===== src/rtl/connect4_scoreboard.sv =====
// -----------------------------------------------------------------------------
// connect4_scoreboard
//
// Score and turn tracker for the Connect-4 game datapath. Keeps one saturating
// score register per player, a modulo-NUM_PLAYERS turn pointer and a PLAY/OVER
// match state. The match ends on the edge where any player's score reaches
// WIN_SCORE. A combinational binary-to-BCD converter breaks the score of the
// player picked by disp_sel into three digits for the seven-segment drivers.
//
// Parameters
//   NUM_PLAYERS  number of players (2..8)
//   SCORE_W      width of each score register (1..7)
//   WIN_SCORE    score that ends the match (1..2^SCORE_W-1)
//   PID_W        width of the player index ports (derived)
//
// Ports
//   clock         system clock, rising edge
//   reset         synchronous, active-high reset
//   point_valid   award one point to point_player this cycle
//   point_player  player receiving the point
//   turn_advance  advance the turn pointer
//   clear_scores  start a new match (scores, turn, winner to 0; back to PLAY)
//   disp_sel      player whose score drives the BCD digits
//   score_flat    all scores, player i at [i*SCORE_W +: SCORE_W]
//   turn          current player to move
//   leader        lowest index among the players holding the top score
//   tie_top       two or more players share the top score
//   match_over    match state is OVER
//   winner        player who reached WIN_SCORE (meaningful while match_over)
//   bad_player    registered one-cycle pulse for a rejected point request
//   disp_hund/disp_tens/disp_ones  BCD digits of the selected score,
//                 all 4'hF (blank) when disp_sel is not a valid player
// -----------------------------------------------------------------------------
module connect4_scoreboard #(
   parameter int NUM_PLAYERS = 2,
   parameter int SCORE_W     = 7,
   parameter int WIN_SCORE   = 10,
   parameter int PID_W       = (NUM_PLAYERS > 1) ? $clog2(NUM_PLAYERS) : 1
) (
   input  logic                           clock,
   input  logic                           reset,
   input  logic                           point_valid,
   input  logic [PID_W-1:0]               point_player,
   input  logic                           turn_advance,
   input  logic                           clear_scores,
   input  logic [PID_W-1:0]               disp_sel,
   output logic [NUM_PLAYERS*SCORE_W-1:0] score_flat,
   output logic [PID_W-1:0]               turn,
   output logic [PID_W-1:0]               leader,
   output logic                           tie_top,
   output logic                           match_over,
   output logic [PID_W-1:0]               winner,
   output logic                           bad_player,
   output logic [3:0]                     disp_hund,
   output logic [3:0]                     disp_tens,
   output logic [3:0]                     disp_ones
);

   typedef enum logic {
      ST_PLAY = 1'b0,
      ST_OVER = 1'b1
   } state_t;

   // One bit wider than a player index so NUM_PLAYERS itself is representable
   // and out-of-range indices can be detected for any player count.
   localparam logic [PID_W:0]       NP_L      = NUM_PLAYERS[PID_W:0];
   localparam logic [PID_W-1:0]     LAST_P    = PID_W'(NUM_PLAYERS - 1);
   localparam logic [SCORE_W-1:0]   WIN_L     = WIN_SCORE[SCORE_W-1:0];
   localparam logic [SCORE_W-1:0]   SCORE_MAX = {SCORE_W{1'b1}};

   // ---------------------------------------------------------------------------
   // State
   // ---------------------------------------------------------------------------
   state_t                 state_q, state_d;
   logic [SCORE_W-1:0]     score_q [NUM_PLAYERS];
   logic [SCORE_W-1:0]     score_d [NUM_PLAYERS];
   logic [PID_W-1:0]       turn_q, turn_d;
   logic [PID_W-1:0]       winner_q, winner_d;
   logic                   bad_q, bad_d;

   logic                   point_ok;
   logic                   disp_ok;

   assign point_ok = ({1'b0, point_player} < NP_L);
   assign disp_ok  = ({1'b0, disp_sel} < NP_L);

   // ---------------------------------------------------------------------------
   // Next-state logic
   // ---------------------------------------------------------------------------
   always_comb begin
      // NOTE: every variable gets a default before any branch; a path that
      // leaves one unassigned would infer a latch.
      state_d  = state_q;
      turn_d   = turn_q;
      winner_d = winner_q;
      bad_d    = 1'b0;
      for (int i = 0; i < NUM_PLAYERS; i++) begin
         score_d[i] = score_q[i];
      end

      if (clear_scores) begin
         // New match: wins over any point or turn request in the same cycle,
         // and a point request swallowed here is not reported as rejected.
         state_d  = ST_PLAY;
         turn_d   = '0;
         winner_d = '0;
         for (int i = 0; i < NUM_PLAYERS; i++) begin
            score_d[i] = '0;
         end
      end else begin
         unique case (state_q)
            ST_PLAY: begin
               if (point_valid) begin
                  if (point_ok) begin
                     for (int i = 0; i < NUM_PLAYERS; i++) begin
                        if (point_player == PID_W'(i)) begin
                           if (score_q[i] != SCORE_MAX) begin
                              score_d[i] = score_q[i] + 1'b1;
                           end
                           // Compare the post-increment value so the match
                           // closes on the same edge the winning point lands.
                           if (score_d[i] == WIN_L) begin
                              state_d  = ST_OVER;
                              winner_d = point_player;
                           end
                        end
                     end
                  end else begin
                     bad_d = 1'b1;
                  end
               end
               if (turn_advance) begin
                  turn_d = (turn_q == LAST_P) ? '0 : turn_q + 1'b1;
               end
            end
            ST_OVER: begin
               // Scores, turn and winner are frozen; a point request is
               // flagged so the game controller sees it was dropped.
               if (point_valid) begin
                  bad_d = 1'b1;
               end
            end
            default: state_d = ST_PLAY;
         endcase
      end
   end

   // ---------------------------------------------------------------------------
   // State registers
   // ---------------------------------------------------------------------------
   always_ff @(posedge clock) begin
      // NOTE: state is written with non-blocking assignments so every register
      // samples the pre-edge values, independent of statement order.
      if (reset) begin
         state_q  <= ST_PLAY;
         turn_q   <= '0;
         winner_q <= '0;
         bad_q    <= 1'b0;
         // NOTE: the score array is a handful of flops, not a RAM, so it is
         // reset like any other register; a real memory would not be.
         for (int i = 0; i < NUM_PLAYERS; i++) begin
            score_q[i] <= '0;
         end
      end else begin
         state_q  <= state_d;
         turn_q   <= turn_d;
         winner_q <= winner_d;
         bad_q    <= bad_d;
         for (int i = 0; i < NUM_PLAYERS; i++) begin
            score_q[i] <= score_d[i];
         end
      end
   end

   // ---------------------------------------------------------------------------
   // Outputs
   // ---------------------------------------------------------------------------
   for (genvar g = 0; g < NUM_PLAYERS; g++) begin : g_flat
      assign score_flat[g*SCORE_W +: SCORE_W] = score_q[g];
   end

   assign turn       = turn_q;
   assign winner     = winner_q;
   assign bad_player = bad_q;
   assign match_over = (state_q == ST_OVER);

   // Leader scan: a strictly greater score takes the lead and clears the tie
   // flag; an equal score keeps the lower index and marks a tie.
   logic [SCORE_W-1:0] best;

   always_comb begin
      best    = score_q[0];
      leader  = '0;
      tie_top = 1'b0;
      for (int i = 1; i < NUM_PLAYERS; i++) begin
         if (score_q[i] > best) begin
            best    = score_q[i];
            leader  = PID_W'(i);
            tie_top = 1'b0;
         end else if (score_q[i] == best) begin
            tie_top = 1'b1;
         end
      end
   end

   // BCD breakdown of the selected score (double dabble). Scores never exceed
   // 127, so a 7-bit input and three digits always suffice.
   logic [SCORE_W-1:0] sel_score;
   logic [6:0]         bin;
   logic [11:0]        bcd;

   always_comb begin
      sel_score = '0;
      for (int i = 0; i < NUM_PLAYERS; i++) begin
         if (disp_sel == PID_W'(i)) begin
            sel_score = score_q[i];
         end
      end

      bin = 7'(sel_score);
      bcd = '0;
      for (int b = 6; b >= 0; b--) begin
         if (bcd[3:0]  > 4'd4) bcd[3:0]  = bcd[3:0]  + 4'd3;
         if (bcd[7:4]  > 4'd4) bcd[7:4]  = bcd[7:4]  + 4'd3;
         if (bcd[11:8] > 4'd4) bcd[11:8] = bcd[11:8] + 4'd3;
         bcd = {bcd[10:0], bin[b]};
      end

      if (disp_ok) begin
         disp_hund = bcd[11:8];
         disp_tens = bcd[7:4];
         disp_ones = bcd[3:0];
      end else begin
         disp_hund = 4'hF;
         disp_tens = 4'hF;
         disp_ones = 4'hF;
      end
   end

endmodule


===== config.mk =====
export PLATFORM = sky130hd
export DESIGN_NAME = connect4_scoreboard
export DESIGN_NICKNAME = d
export VERILOG_FILES = /design/src/rtl/connect4_scoreboard.sv
export SDC_FILE = /design/constraint.sdc
export NUM_CORES = 1
export LEC_CHECK = 0
export ABC_AREA = 1
export BUFFER_PORTS_ARGS = -buffer_cell sky130_fd_sc_hd__buf_2
export CAP_MARGIN = 30
export CORE_ASPECT_RATIO = 1.2
export CORE_UTILIZATION = 35
export DETAILED_ROUTE_END_ITERATION = 12
export GPL_TIMING_DRIVEN = 0
export HOLD_SLACK_MARGIN = 0.03
export PLACE_DENSITY = 0.66
export RECOVER_POWER = 50
export SYNTH_ARGS = -nofsm -noshare
export SYNTH_HDL_FRONTEND = slang
export SYNTH_SLANG_ARGS = --single-unit

===== constraint.sdc =====
create_clock -name clock -period 3.7 [get_ports clock]
set_input_delay 0 -clock clock [delete_from_list [all_inputs] [get_ports clock]]
set_output_delay 0 -clock clock [all_outputs]
set_load 0.005 [all_outputs]

==> summary.md <==
| Metric | Value |
|---|---|
| Final period util | 90.7% |
| WL per Instance | 10.8 um |
| P&R area growth vs syn | 17.9% |
| CP top delay family | simple AND/OR/NAND/NOR gates |
| 1st-iter DRT viols | 57 |
| CTS clk-pin slew, worst paths | 70 ps |
| Post-DR vias/cell | 4.89 |
| Nets | 364 |
| DRC viols | 0 |
| WP buf/inv | 9 |
| Detailed placement HPWL | 3520 um |
| # IOs | 39 |
| Async set or reset register ratio after synthesis | 0% |
| Cells after DPL | 393 |
| Synth area leader | dfxtp_1 |
| Clock network power share | 30.3% |
| Diode count | 0 |
| CP max-delay cell | dfxtp_1 |
| Vias in the first global route | 1807 |
| CTS Sinks | 18 |
| Drt first pass iters | 4 |
| Gr ovfl total | 0 |
| Core ar. | 5010 um2 |
| WS Path Type | reg -> out |
| Crit path largest cell delay | 390 ps |
| Crit end category | output port |
| Crit-path most repeated cell | inv_1 |
| GPL Wtd Cong | 0.869 |
| Max IR drop VDD | 239 uV |
| Max capacitance violation total | 0 |
| Hold crit path type | in -> reg |
| Clock skew | 0.702 ps |
| Port Buffers | 34 |
| Post-synthesis cell area | 1840 um2 |
| Syn Area/Cell | 6.19 um2 |
| CP startpoint kind | register |
| Tmin final | 3360 ps |
| TritonCTS clock tree | done |
| FP Rows | 28 |
| Most used DFF post-synth | dfxtp_1 |
| Vias | 1947 |
| Largest cells by area after synthesis | dfxtp_1 (20%), nand2_1 (13%), ha_1 (12%) |
| Insertion delay to the later sink of the worst-skew pair | 250 ps |
| Post-Route WL | 4310 um |
| Combinational Power Share | 31.4% |
| Final cell count without fillers | 398 |
| Reg2Reg Depth | 10 |
| Layout cells sized above 1 | 19.8% |
| Initial antenna violation count | 0 |
| Worst rel slew slack | 59.9% |
| Psw | 0.000178 W |
| Die Y | 81.4 um |
| F_max | 0.298 GHz |
| Die X | 68.2 um |
| Worst Max-Slew Pin Slew | 599 ps |
| Die ar. | 5550 um2 |
| Final setup fails | 0 |
| Final total negative setup slack | 0 ps |
| Worst hold path cell count | 4 |
| Antenna viol nets, final | 0 |
| WP depth | 25 |
| Clock buffer count from CTS | 3 |
| EDFF count, synth | 0 |
| Htree depth | 1 |
| CP Data Arrival Time | 3360 ps |
| Hold slack | 46.5 ps |
| Synthesis-stage register bit count | 18 |
| Distinct cells, synth | 32 |
| Sw Ratio | 33.0% |
| Syn Inst Count | 297 |
| Sequential area share after synthesis | 19.6% |
| Worst Path Max Fanout | 5 |
| Pin count of the biggest net entering global routing | 11 |
| Root Buffer | clkbuf_8 |
| Initial Util | 36.7% |
| Yosys warning count | 0 |
| Max Buffers Root-to-Sink | 2 |
| Final Max Tran Viols | 0 |
| Top cell type's share of synthesized area | 19.6% |
| Final hold vios | 0 |
| Global-route usage over all layers | 17.1% |
| Int Pwr | 0.000361 W |
| Status | completed |
| Sequential power share | 38.3% |
| Global-route wire length before repair | 7390 um |
| Leak pwr | 1.23 nW |
| Pwr/cell area | 248 nW/um2 |
| CP required | 3700 ps |
## cells in the mapped netlist, types with 2 or more instances
master and number:
nand2_1 65, nand4_1 6, nand2_2 13, inv_1 49
buf_4 3, nor2_1 24, o21ai_0 18, nand3_2 3
dfxtp_1 18, inv_2 4, nand3_1 27, o211ai_1 3
nand2_4 2, or2_0 2, ha_1 18, nor3_1 6
xor2_1 5, a21oi_1 17
## through the flow
| stage | utilization (%) | total power [W] | setup WS [ps] | instance area (um2) |
|---|---|---|---|---|
| after floorplan | - | 0.000330 | 923 | 1850 |
| after detailed placement | 41.8 | 0.000379 | 428 | 2090 |
| final | 43.3 | 0.000538 | 344 | 2170 |
| after CTS | 43.1 | 0.000546 | 131 | 2160 |
| after global routing | 43.3 | 0.000579 | -15.4 | 2170 |
| after global placement | 41.8 | 0.000376 | 498 | 2090 |
## cell usage in the layout (no fill, tap or decap), types with 2 or more instances in the layout
master | Yosys | layout
a21oi_1 | 17 | 17
buf_2 | 1 | 29
buf_4 | 3 | 3
clkbuf_1 | 1 | 7
clkbuf_8 | 0 | 4
conb_1 | 1 | 3
dfxtp_1 | 18 | 15
dfxtp_2 | 0 | 2
ha_1 | 18 | 17
inv_1 | 49 | 49
inv_2 | 4 | 4
nand2_1 | 65 | 65
nand2_2 | 13 | 13
nand2_4 | 2 | 2
nand3_1 | 27 | 27
nand3_2 | 3 | 3
nand4_1 | 6 | 6
nor2_1 | 24 | 24
nor3_1 | 6 | 6
o211ai_1 | 3 | 3
o21ai_0 | 18 | 18
or2_0 | 2 | 2
xor2_1 | 5 | 5
## layer usage
| metal | global-route usage, % | vias up | routed length (um) |
|---|---|---|---|
| li1 | - | 1027 | - |
| met1 | 20.5 | 864 | 1960 |
| met2 | 31.2 | 51 | 2100 |
| met3 | 1.81 | 5 | 206 |
| met4 | 5.21 | 0 | 46 |
| met5 | 0 | - | 0 |
## worst reg2reg max path, cell delays in order (launching register included)
cell and delay [ps]:
dfxtp_1 500, ha_1 290, nand4_1 160, nor2_1 310
inv_1 100, nand3_1 110, nor2_1 50, nand3_1 110
nand2_1 60, nand3_1 80, a21oi_1 60
## path summary, 6_finish.rpt
| check | from | endpoint | slack [ps] |
|---|---|---|---|
| max | score_q[0][5] | disp_hund[0] | 340 |
| min | point_player | match_over | 50 |
| max reg2reg | score_q[0][0] | match_over | 1770 |
| min reg2reg | match_over | bad_player | 500 |
## power groups by stage
stage,Combinational [W],Sequential (W),Clock [W]
after floorplan,0.000121,0.000209,0
after CTS,0.000170,0.000206,0.000170
after detailed placement,0.000169,0.000211,0
final,0.000169,0.000206,0.000163
after global routing,0.000198,0.000207,0.000175
after global placement,0.000166,0.000211,0
## what timing repair did
item                                    4_1_cts  5_1_grt
resized for setup                             0        7
hold endpoints to repair                      2        0
hold buffers                                  1        0
setup buffers                                 0        0
endpoints found under the setup margin        0        3
## state kept, by name, indices dropped and copies added, names as in the netlist, named ones only
| signal | cells |
|---|---|
| match_over | 1 |
| score_q | 13 |
| turn | 1 |
| winner | 1 |
| bad_player | 1 |
## logic make-up (layout without fill, tap and decap cells)
kind of cell | count (synthesis) | after routing | share of synthesized area [%]
mux | 1 | 1 | 0.544
buf+inv | 61 | 100 | 13.8
other cells | 1 | 3 | 0.204
compound gates | 42 | 42 | 12.7
xor+xnor | 5 | 5 | 2.38
flops | 18 | 18 | 19.6
simple gates | 151 | 151 | 38.5
fa+ha+maj | 18 | 18 | 12.2
## cell type report
class / instances / area (um2)
Buffer: 6 / 42.5
Inverter: 55 / 211
Multi-Input combinational cell: 220 / 1240
Timing Repair Buffer: 35 / 173
Tap cell: 60 / 75.1
Fill cell: 531 / 2840
Clock buffer: 4 / 55.1
Sequential cell: 18 / 367
Power figures use the tool's default switching activity.
